$ cat src/rtl/cmd_encod_linear_rw.sv
// cmd_encod_linear_rw
// Builds the DDR3 command word stream for one sequential read or write of
// up to 2^NUM_XFER_BITS bursts. All bursts stay in one page, bank and row.
// The stream is: ACTIVATE, two gap slots, N column commands, two tail
// pauses, PRECHARGE plus a wait pause, and a final pause word flagged
// "done". The result is N+8 words.
//
// Optional feature macro: CMD_ENCOD_AUTOPRE_EN. When it is defined, the last
// column command carries auto-precharge (A10=1). The explicit PRECHARGE and
// its wait are then dropped, which gives N+6 words.
//
// Ports
//   clk, rst    clock, synchronous active-high reset
//   bank_in     bank, latched on an accepted start
//   row_in      row, latched on an accepted start
//   start_col   first burst column in units of 8, latched on an accepted start
//   num128_in   burst count; 0 selects 2^NUM_XFER_BITS
//   wr_mode     1 = write sequence, 0 = read sequence
//   start       one-cycle request, ignored while a sequence is in flight
//   enc_cmd     encoded command word
//   enc_wr      enc_cmd is valid and should be written to the buffer
//   enc_done    one-cycle pulse on the cycle after the final word
//   busy        sequence in progress
//
// Word layout, msb to lsb:
//   addr[14:0] bank[2:0] rcw[2:0] odt_en cke sel dq_en dqs_en dqs_toggle
//   dci buf_wr buf_rd nop 0
//
// state   | meaning
// IDLE    | waiting for start
// ACT     | ACTIVATE the latched row
// GAP     | two pause slots before the first column command
// XFER    | one READ/WRITE per burst; the column advances each cycle
// TAIL1   | first tail pause (write: drive the last burst's data)
// TAIL2   | second tail pause
// PRE     | PRECHARGE the bank (not in the auto-precharge build)
// PREWAIT | pause after PRECHARGE (not in the auto-precharge build)
// FIN     | pause word with the done bit set

module cmd_encod_linear_rw #(
  parameter int ADDRESS_NUMBER = 15,
  parameter int COLADDR_NUMBER = 10,
  parameter int NUM_XFER_BITS  = 6,
  parameter int CMD_PAUSE_BITS = 10,
  parameter int CMD_DONE_BIT   = 10
) (
  input  logic                      clk,
  input  logic                      rst,
  input  logic [2:0]                bank_in,
  input  logic [ADDRESS_NUMBER-1:0] row_in,
  input  logic [COLADDR_NUMBER-4:0] start_col,
  input  logic [NUM_XFER_BITS-1:0]  num128_in,
  input  logic                      wr_mode,
  input  logic                      start,
  output logic [31:0]               enc_cmd,
  output logic                      enc_wr,
  output logic                      enc_done,
  output logic                      busy
);

  localparam int ADDR_FIELD = 15;

  localparam logic [2:0] RCW_NOP   = 3'b000;
  localparam logic [2:0] RCW_READ  = 3'b010;
  localparam logic [2:0] RCW_WRITE = 3'b011;
  localparam logic [2:0] RCW_ACT   = 3'b100;
  localparam logic [2:0] RCW_PRE   = 3'b101;

  typedef enum logic [3:0] {
    S_IDLE, S_ACT, S_GAP, S_XFER, S_TAIL1, S_TAIL2, S_PRE, S_PREWAIT, S_FIN
  } state_t;

  state_t state, next_state;

  logic [2:0]                bank_q;
  logic [ADDRESS_NUMBER-1:0] row_q;
  logic [COLADDR_NUMBER-4:0] col_q;
  logic                      wr_q;
  logic [NUM_XFER_BITS:0]    n_q;
  logic [NUM_XFER_BITS:0]    xfer_left;
  logic                      gap_q;

  // The word is built from the state and then passes through one staging
  // register before enc_cmd. This places the ACTIVATE word two edges after
  // start is sampled.
  logic [31:0] w1_cmd;
  logic        w1_wr;
  logic        w1_fin;
  logic        fin2;

  logic                   accept;
  logic                   first_xfer;
  logic                   last_xfer;
  logic [NUM_XFER_BITS:0] n_init;

  logic [ADDR_FIELD-1:0] addr;
  logic [2:0]            rcw;
  logic odt, sel, dq_en, dqs_en, dqs_tog, dci, buf_wr, buf_rd, nop;
  logic w_valid, w_fin;
  logic [31:0] word;

  assign accept     = start && !busy && (state == S_IDLE);
  // A zero count means the full 2^NUM_XFER_BITS bursts. The extra msb holds that value exactly.
  assign n_init     = {(num128_in == '0), num128_in};
  assign first_xfer = (xfer_left == n_q);
  assign last_xfer  = (xfer_left == (NUM_XFER_BITS+1)'(1));

  always_comb begin
    next_state = state;
    addr    = '0;
    rcw     = RCW_NOP;
    odt     = 1'b0;
    sel     = 1'b0;
    dq_en   = 1'b0;
    dqs_en  = 1'b0;
    dqs_tog = 1'b0;
    dci     = 1'b0;
    buf_wr  = 1'b0;
    buf_rd  = 1'b0;
    nop     = 1'b0;
    w_valid = 1'b1;
    w_fin   = 1'b0;
    case (state)
      S_IDLE: begin
        w_valid = 1'b0;
        if (accept) next_state = S_ACT;
      end
      S_ACT: begin
        addr[ADDRESS_NUMBER-1:0] = row_q;
        rcw = RCW_ACT;
        nop = 1'b1;
        next_state = S_GAP;
      end
      S_GAP: begin
        buf_rd = wr_q;
        if (gap_q) next_state = S_XFER;
      end
      S_XFER: begin
        addr[COLADDR_NUMBER-1:3] = col_q;
`ifdef CMD_ENCOD_AUTOPRE_EN
        addr[10] = last_xfer;
`endif
        nop = 1'b1;
        if (wr_q) begin
          rcw     = RCW_WRITE;
          odt     = 1'b1;
          buf_rd  = 1'b1;
          sel     = first_xfer;
          dq_en   = !first_xfer;
          dqs_en  = !first_xfer;
          dqs_tog = !first_xfer;
        end else begin
          rcw    = RCW_READ;
          dci    = 1'b1;
          buf_wr = 1'b1;
        end
        if (last_xfer) next_state = S_TAIL1;
      end
      S_TAIL1: begin
        addr[CMD_PAUSE_BITS-1:0] = CMD_PAUSE_BITS'(2);
        if (wr_q) begin
          odt     = 1'b1;
          dq_en   = 1'b1;
          dqs_en  = 1'b1;
          dqs_tog = 1'b1;
        end else begin
          dci    = 1'b1;
          buf_wr = 1'b1;
        end
        next_state = S_TAIL2;
      end
      S_TAIL2: begin
        addr[CMD_PAUSE_BITS-1:0] = CMD_PAUSE_BITS'(2);
        dci = !wr_q;
`ifdef CMD_ENCOD_AUTOPRE_EN
        next_state = S_FIN;
`else
        next_state = S_PRE;
`endif
      end
      S_PRE: begin
        rcw = RCW_PRE;
        next_state = S_PREWAIT;
      end
      S_PREWAIT: begin
        addr[CMD_PAUSE_BITS-1:0] = CMD_PAUSE_BITS'(2);
        next_state = S_FIN;
      end
      S_FIN: begin
        addr[CMD_DONE_BIT] = 1'b1;
        w_fin = 1'b1;
        next_state = S_IDLE;
      end
      default: begin
        w_valid = 1'b0;
        next_state = S_IDLE;
      end
    endcase
  end

  assign word = {addr, bank_q, rcw, odt, 1'b0, sel, dq_en, dqs_en, dqs_tog,
                 dci, buf_wr, buf_rd, nop, 1'b0};

  always_ff @(posedge clk) begin
    if (rst) begin
      state     <= S_IDLE;
      bank_q    <= '0;
      row_q     <= '0;
      col_q     <= '0;
      wr_q      <= 1'b0;
      n_q       <= '0;
      xfer_left <= '0;
      gap_q     <= 1'b0;
      w1_cmd    <= '0;
      w1_wr     <= 1'b0;
      w1_fin    <= 1'b0;
      fin2      <= 1'b0;
      enc_cmd   <= '0;
      enc_wr    <= 1'b0;
      enc_done  <= 1'b0;
      busy      <= 1'b0;
    end else begin
      state <= next_state;
      if (accept) begin
        bank_q    <= bank_in;
        row_q     <= row_in;
        col_q     <= start_col;
        wr_q      <= wr_mode;
        n_q       <= n_init;
        xfer_left <= n_init;
      end
      if (state == S_GAP) gap_q <= !gap_q;
      if (state == S_XFER) begin
        col_q     <= col_q + 1'b1;
        xfer_left <= xfer_left - 1'b1;
      end
      w1_cmd   <= w_valid ? word : '0;
      w1_wr    <= w_valid;
      w1_fin   <= w_fin;
      enc_cmd  <= w1_cmd;
      enc_wr   <= w1_wr;
      fin2     <= w1_fin;
      enc_done <= fin2;
      // busy stays high until the final word has left the staging register.
      // It falls on the same edge that raises enc_done.
      busy     <= (state != S_IDLE) || w1_wr;
    end
  end

endmodule

$ cat config.mk
export PLATFORM = sky130hd
export DESIGN_NAME = cmd_encod_linear_rw
export DESIGN_NICKNAME = d
export VERILOG_FILES = /design/src/rtl/cmd_encod_linear_rw.sv
export SDC_FILE = /design/constraint.sdc
export NUM_CORES = 1
export LEC_CHECK = 0
export ABC_AREA = 1
export ABC_CLOCK_PERIOD_IN_PS = 3400
export CAP_MARGIN = 20
export CORE_UTILIZATION = 56
export CTS_CLUSTER_DIAMETER = 30
export DETAILED_ROUTE_END_ITERATION = 8
export MAX_ROUTING_LAYER = met4
export PLACE_DENSITY = 0.93
export SLEW_MARGIN = 10
export SYNTH_ARGS = -nofsm -noshare
export SYNTH_HDL_FRONTEND = slang
export SYNTH_SLANG_ARGS = --single-unit
export TNS_END_PERCENT = 5
$ cat constraint.sdc
create_clock -name clk -period 3.4 [get_ports clk]
set_input_delay 0.51 -clock clk [delete_from_list [all_inputs] [get_ports clk]]
set_output_delay 0.51 -clock clk [all_outputs]
set_load 0.005 [all_outputs]
---- After elaboration in Yosys (flattened, before gate mapping) ----
Index checks and enable logic that the tools add are counted.
operators by class
  bitwise gates (word level) .............. 5
  $add $sub $neg .......................... 2
  equality and inequality tests ........... 13
  mux-type cells .......................... 22
  reduce and logical (&&, ||, !) cells .... 20
operators by type and width
  cell                   number
  $pmux W4 S8            1
  $mux W7                4
  $eq A4 B3 Y1 const B   4
  $pmux W7 S2            1
  $mux W4                3
  $pmux W3 S3            1
  $reduce_or A3 Y1       3
  $eq A4 B2 Y1 const B   2
  $pmux W1 S2            4
  $reduce_or A8 Y1       1
  $add A7 B1 Y7 const B  1
  $eq A7 B1 Y1 const B   1
  $eq A7 B7 Y1           1
  $mux W1                7
  $sub A7 B1 Y7 const B  1
  $logic_not A6 Y1       1
  $ne A2 B2 Y1 const B   3
  $pmux W3 S2            1
  $reduce_or A2 Y1       3
  $not A1 Y1             5
  $eq A4 B1 Y1 const B   1
  $eq A4 B4 Y1 const B   1
  $logic_not A1 Y1       4
  $logic_not A4 Y1       1
  6 further kinds        7
word-level totals
  logic and storage cells ................. 83
  bits in registers ....................... 115

---- Longest topological paths before layout ----
  depth in word-level cells ............... 5
  depth in mapped cells ................... 9
  mapped depth without buffers ............ 9

---- Worst setup path before layout ----
Ideal clock, no wire load.
  kind .................................... input-to-reg
  start point ............................. input port rst
  end point ............................... register bank_q[0]
  stages .................................. 6
  data required time ...................... 3.330 ns
  path slack .............................. 1.998 ns
  data arrival time ....................... 1.332 ns
  path buffers ............................ 3
  cells stage by stage .................... buf_2 -> inv_2 -> buf_2 -> clkbuf_1 -> o21ai_0 -> a21oi_1
RTL lines
  item                  RTL line  text
  from (decl)           48        input logic rst,
  to (signal assigned)  225       bank_q <= bank_in;
  to (decl)             75        logic [2:0] bank_q;

---- Worst setup path in the final report ----
  start point ............................. input port start
  end point ............................... register col_q[6]
on the way
  cells in the longest elaborated chain, start to end .. 3
RTL lines
  item                              RTL line  text
  from (decl)                       54        input logic start,
  $logic_and A1 B1 Y1 (2 in a row)  102       assign accept = start && !busy && (state == S_IDLE);
  $reduce_bool A2 Y1 (no line)      --
  to (signal assigned)              227       col_q <= start_col;
  to (signal assigned)              234       col_q <= col_q + 1'b1;
  to (decl)                         77        logic [COLADDR_NUMBER-4:0] col_q;
No other way between the ends.
A chain may end at the register's enable or synchronous reset.

==> results.cfg <==
[synthesis]
ys_warn_count = 0
synth.distinct_cells = 40
synth_area_per_cell_um2 = 7.97
syn_inst = 513
synth_edf_count = 0
async_flop_share = 0
ys_seq_elements = 107
yosysSeqAreaShare = 0.524
synth-main-ff-cell = dfxtp_1
syn_area_mm2 = 0.00409

[min_path]
hp-class = reg2reg

[global_routing]
grt_usage = 0.239
grt_pass1_wl_um = 13400
grt_start_max_net_pins = 55
first_global_vias = 2962
grt_overflow = 0
antenna_found_initial = 0

[clock_tree]
clockBufferDepth = 2
post-cts-setup-buffers = 0
clk_latency_ns = 0.37
cts_resized = 0
clkTransAtPathRegs_ns = 0.10
ctsHtreeMaxLevel = 3
cts_tree = done
tritoncts_num_sinks = 107
cts_made_buffers = 9
cts_hold_buffers = 0
cts_root_buffer = clkbuf_8

[timing]
setup_viol = 0
max_freq_ghz = 0.514
fin_skew_ns = 0.0134
relSlewSlack = 0.634
fin_setup_tns_ns = 0
rsz0062_at_grt = no
max_slew.worst_pin.slew_ns = 0.549
drv_slew = 0
period_share = 0.573
hold_viol = 0
period_minus_slack_ns = 1.95

[routing]
detail-route-antenna-nets = 0
vias_per_cell = 4.96
first_iter_violations = 186
drt_wl_total_um = 8350
drt-wirelength-per-cell_um = 12.4
vias = 3330
drtPass1Iterations = 5
drc = 0

[final_layout]
syn2layout_area_growth_pct = 20.4
fillCellCount = 527
drive_gt1_frac = 0.0694
diodes = 0
layout.nets = 609
postLayoutCellArea_mm2 = 0.00492
final_common_cell = dfxtp_1
final_cell_mix = dfxtp_1 (107), nand2_1 (96), inv_1 (86), clkdlybuf4s50_1 (66), nor2_1 (62)

[pwr]
max-vdd-ir-drop_uv = 336
power_mw = 3.33
p_per_area_mw_per_mm2 = 677
leakagePower_nw = 2.01

[worst_setup_path]
critical_path.startpoint_type = input port
critPathKind = in2reg
slowest_stage = clkdlybuf4s50_1
cp_cell_sequence = clkdlybuf4s50_1, inv_1, nor2_1, nand3_4, nand2_4, inv_2, nor2_1, nand2_1, a21oi_1
cp.arrival_ns = 2.25
reg2reg_slack_ns = 1.55
cp_max_fo = 48
required_ns = 3.70
end_kind = flip-flop
critPathMostFrequentCell = nor2_1
max_stage_delay_ns = 0.47

[die]
fp.dieW_um = 87.4
dieArea_mm2 = 0.00764
rows = 30
initial_core_util = 0.592
io_pins = 70
fp.dieH_um = 87.4
core_mm2 = 0.00691

[placed_design]
hpwl_um = 5840
post_dp_cell_area_mm2 = 0.00472
io_buffers = 67
place.gp.congestion = 0.815

[flow_run]
drv_cap = 0

[outcome]
status = completed
==> cell usage after synthesis, types with 2 or more instances <==
| library cell | n | area (µm²) |
|---|---|---|
| a21oi_1 | 37 | 185 |
| a31oi_1 | 3 | 18.8 |
| buf_1 | 4 | 15.0 |
| buf_2 | 4 | 20.0 |
| buf_4 | 5 | 37.5 |
| buf_6 | 5 | 56.3 |
| clkbuf_1 | 3 | 11.3 |
| dfxtp_1 | 107 | 2140 |
| ha_1 | 3 | 37.5 |
| inv_1 | 86 | 323 |
| inv_2 | 3 | 11.3 |
| nand2_1 | 96 | 360 |
| nand2_2 | 2 | 12.5 |
| nand2_4 | 4 | 45.0 |
| nand3_1 | 21 | 105 |
| nand3_4 | 2 | 35.0 |
| nand3b_1 | 2 | 15.0 |
| nand4_1 | 5 | 31.3 |
| nor2_1 | 62 | 233 |
| nor2_4 | 3 | 33.8 |
| nor3_1 | 4 | 20.0 |
| o21ai_0 | 25 | 125 |
| o21ai_1 | 3 | 15.0 |
| o21ai_2 | 2 | 17.5 |
| o22ai_1 | 5 | 31.3 |
| xor2_1 | 3 | 26.3 |
==> final timing paths <==
kind,start,to,depth (start not counted)
setup / recovery,start,col_q[6]$_SDFFE_PP0P_,9
hold / removal,w1_cmd[13]$_SDFF_PP0_,enc_cmd[13]$_SDFF_PP0_,2
setup reg to reg,state[3]$_SDFFE_PP0P_,col_q[6]$_SDFFE_PP0P_,7
hold reg to reg,w1_cmd[13]$_SDFF_PP0_,enc_cmd[13]$_SDFF_PP0_,2
==> per-layer routing <==
layer  GRT usage  vias to the layer above  routed length, µm
met5           -                        -                  0
met4       0.124                        0                187
met3      0.0360                       14                427
met2       0.397                      112               4290
met1       0.281                     1506               3450
li1            -                     1698                  -
==> critical path, delay by kind of cell <==
family	cells	cell delay, ns
buf+inv	3	0.63
compound gates	1	0.11
simple gates	5	0.98
==> registers in the layout, summed over array words and instances (netlist names), 3 cells and up <==
register and flops:
enc_cmd 28, w1_cmd 28, row_q 15, col_q 7, n_q 7, xfer_left 7, state 4, bank_q 3
==> stage by stage <==
stage / worst slack (ns) / hold slack (ns) / utilization / instances
global placement: 1.13 / 0.390 / 0.684 / 656
floorplan: 2.00 / 0.388 / - / 514
detailed placement: 1.07 / 0.393 / 0.684 / 656
finish: 1.45 / 0.404 / 0.712 / 672
global route: 1.26 / 0.415 / 0.712 / 672
CTS: 1.44 / 0.406 / 0.712 / 672
==> area by class of cell <==
class                      count  area, µm²  area share
sequential                   107       2140       0.435
inverter                      92        357      0.0725
clock inverter                 5       45.0     0.00916
timing repair buffer          68        673       0.137
clock buffer                  11        151      0.0308
tap                           96        120      0.0244
multi-input combinational    293       1430       0.291
==> cells by family after synthesis <==
group | synth area share
XOR/XNOR | 0.00857
other | 0.000918
flip-flops | 0.524
AND/OR/NAND/NOR | 0.229
adder cells (fa/ha/maj) | 0.00919
buffers and inverters | 0.126
AO/OA/AOI/OAI | 0.102
==> power breakdown <==
group / switching (mW) / internal (mW) / total [mW]
Clock: 0.432 / 0.317 / 0.749
Sequential: 0.138 / 1.47 / 1.61
Combinational: 0.621 / 0.354 / 0.975
Total: 1.19 / 2.14 / 3.33
(Power assumes the default switching activity.)
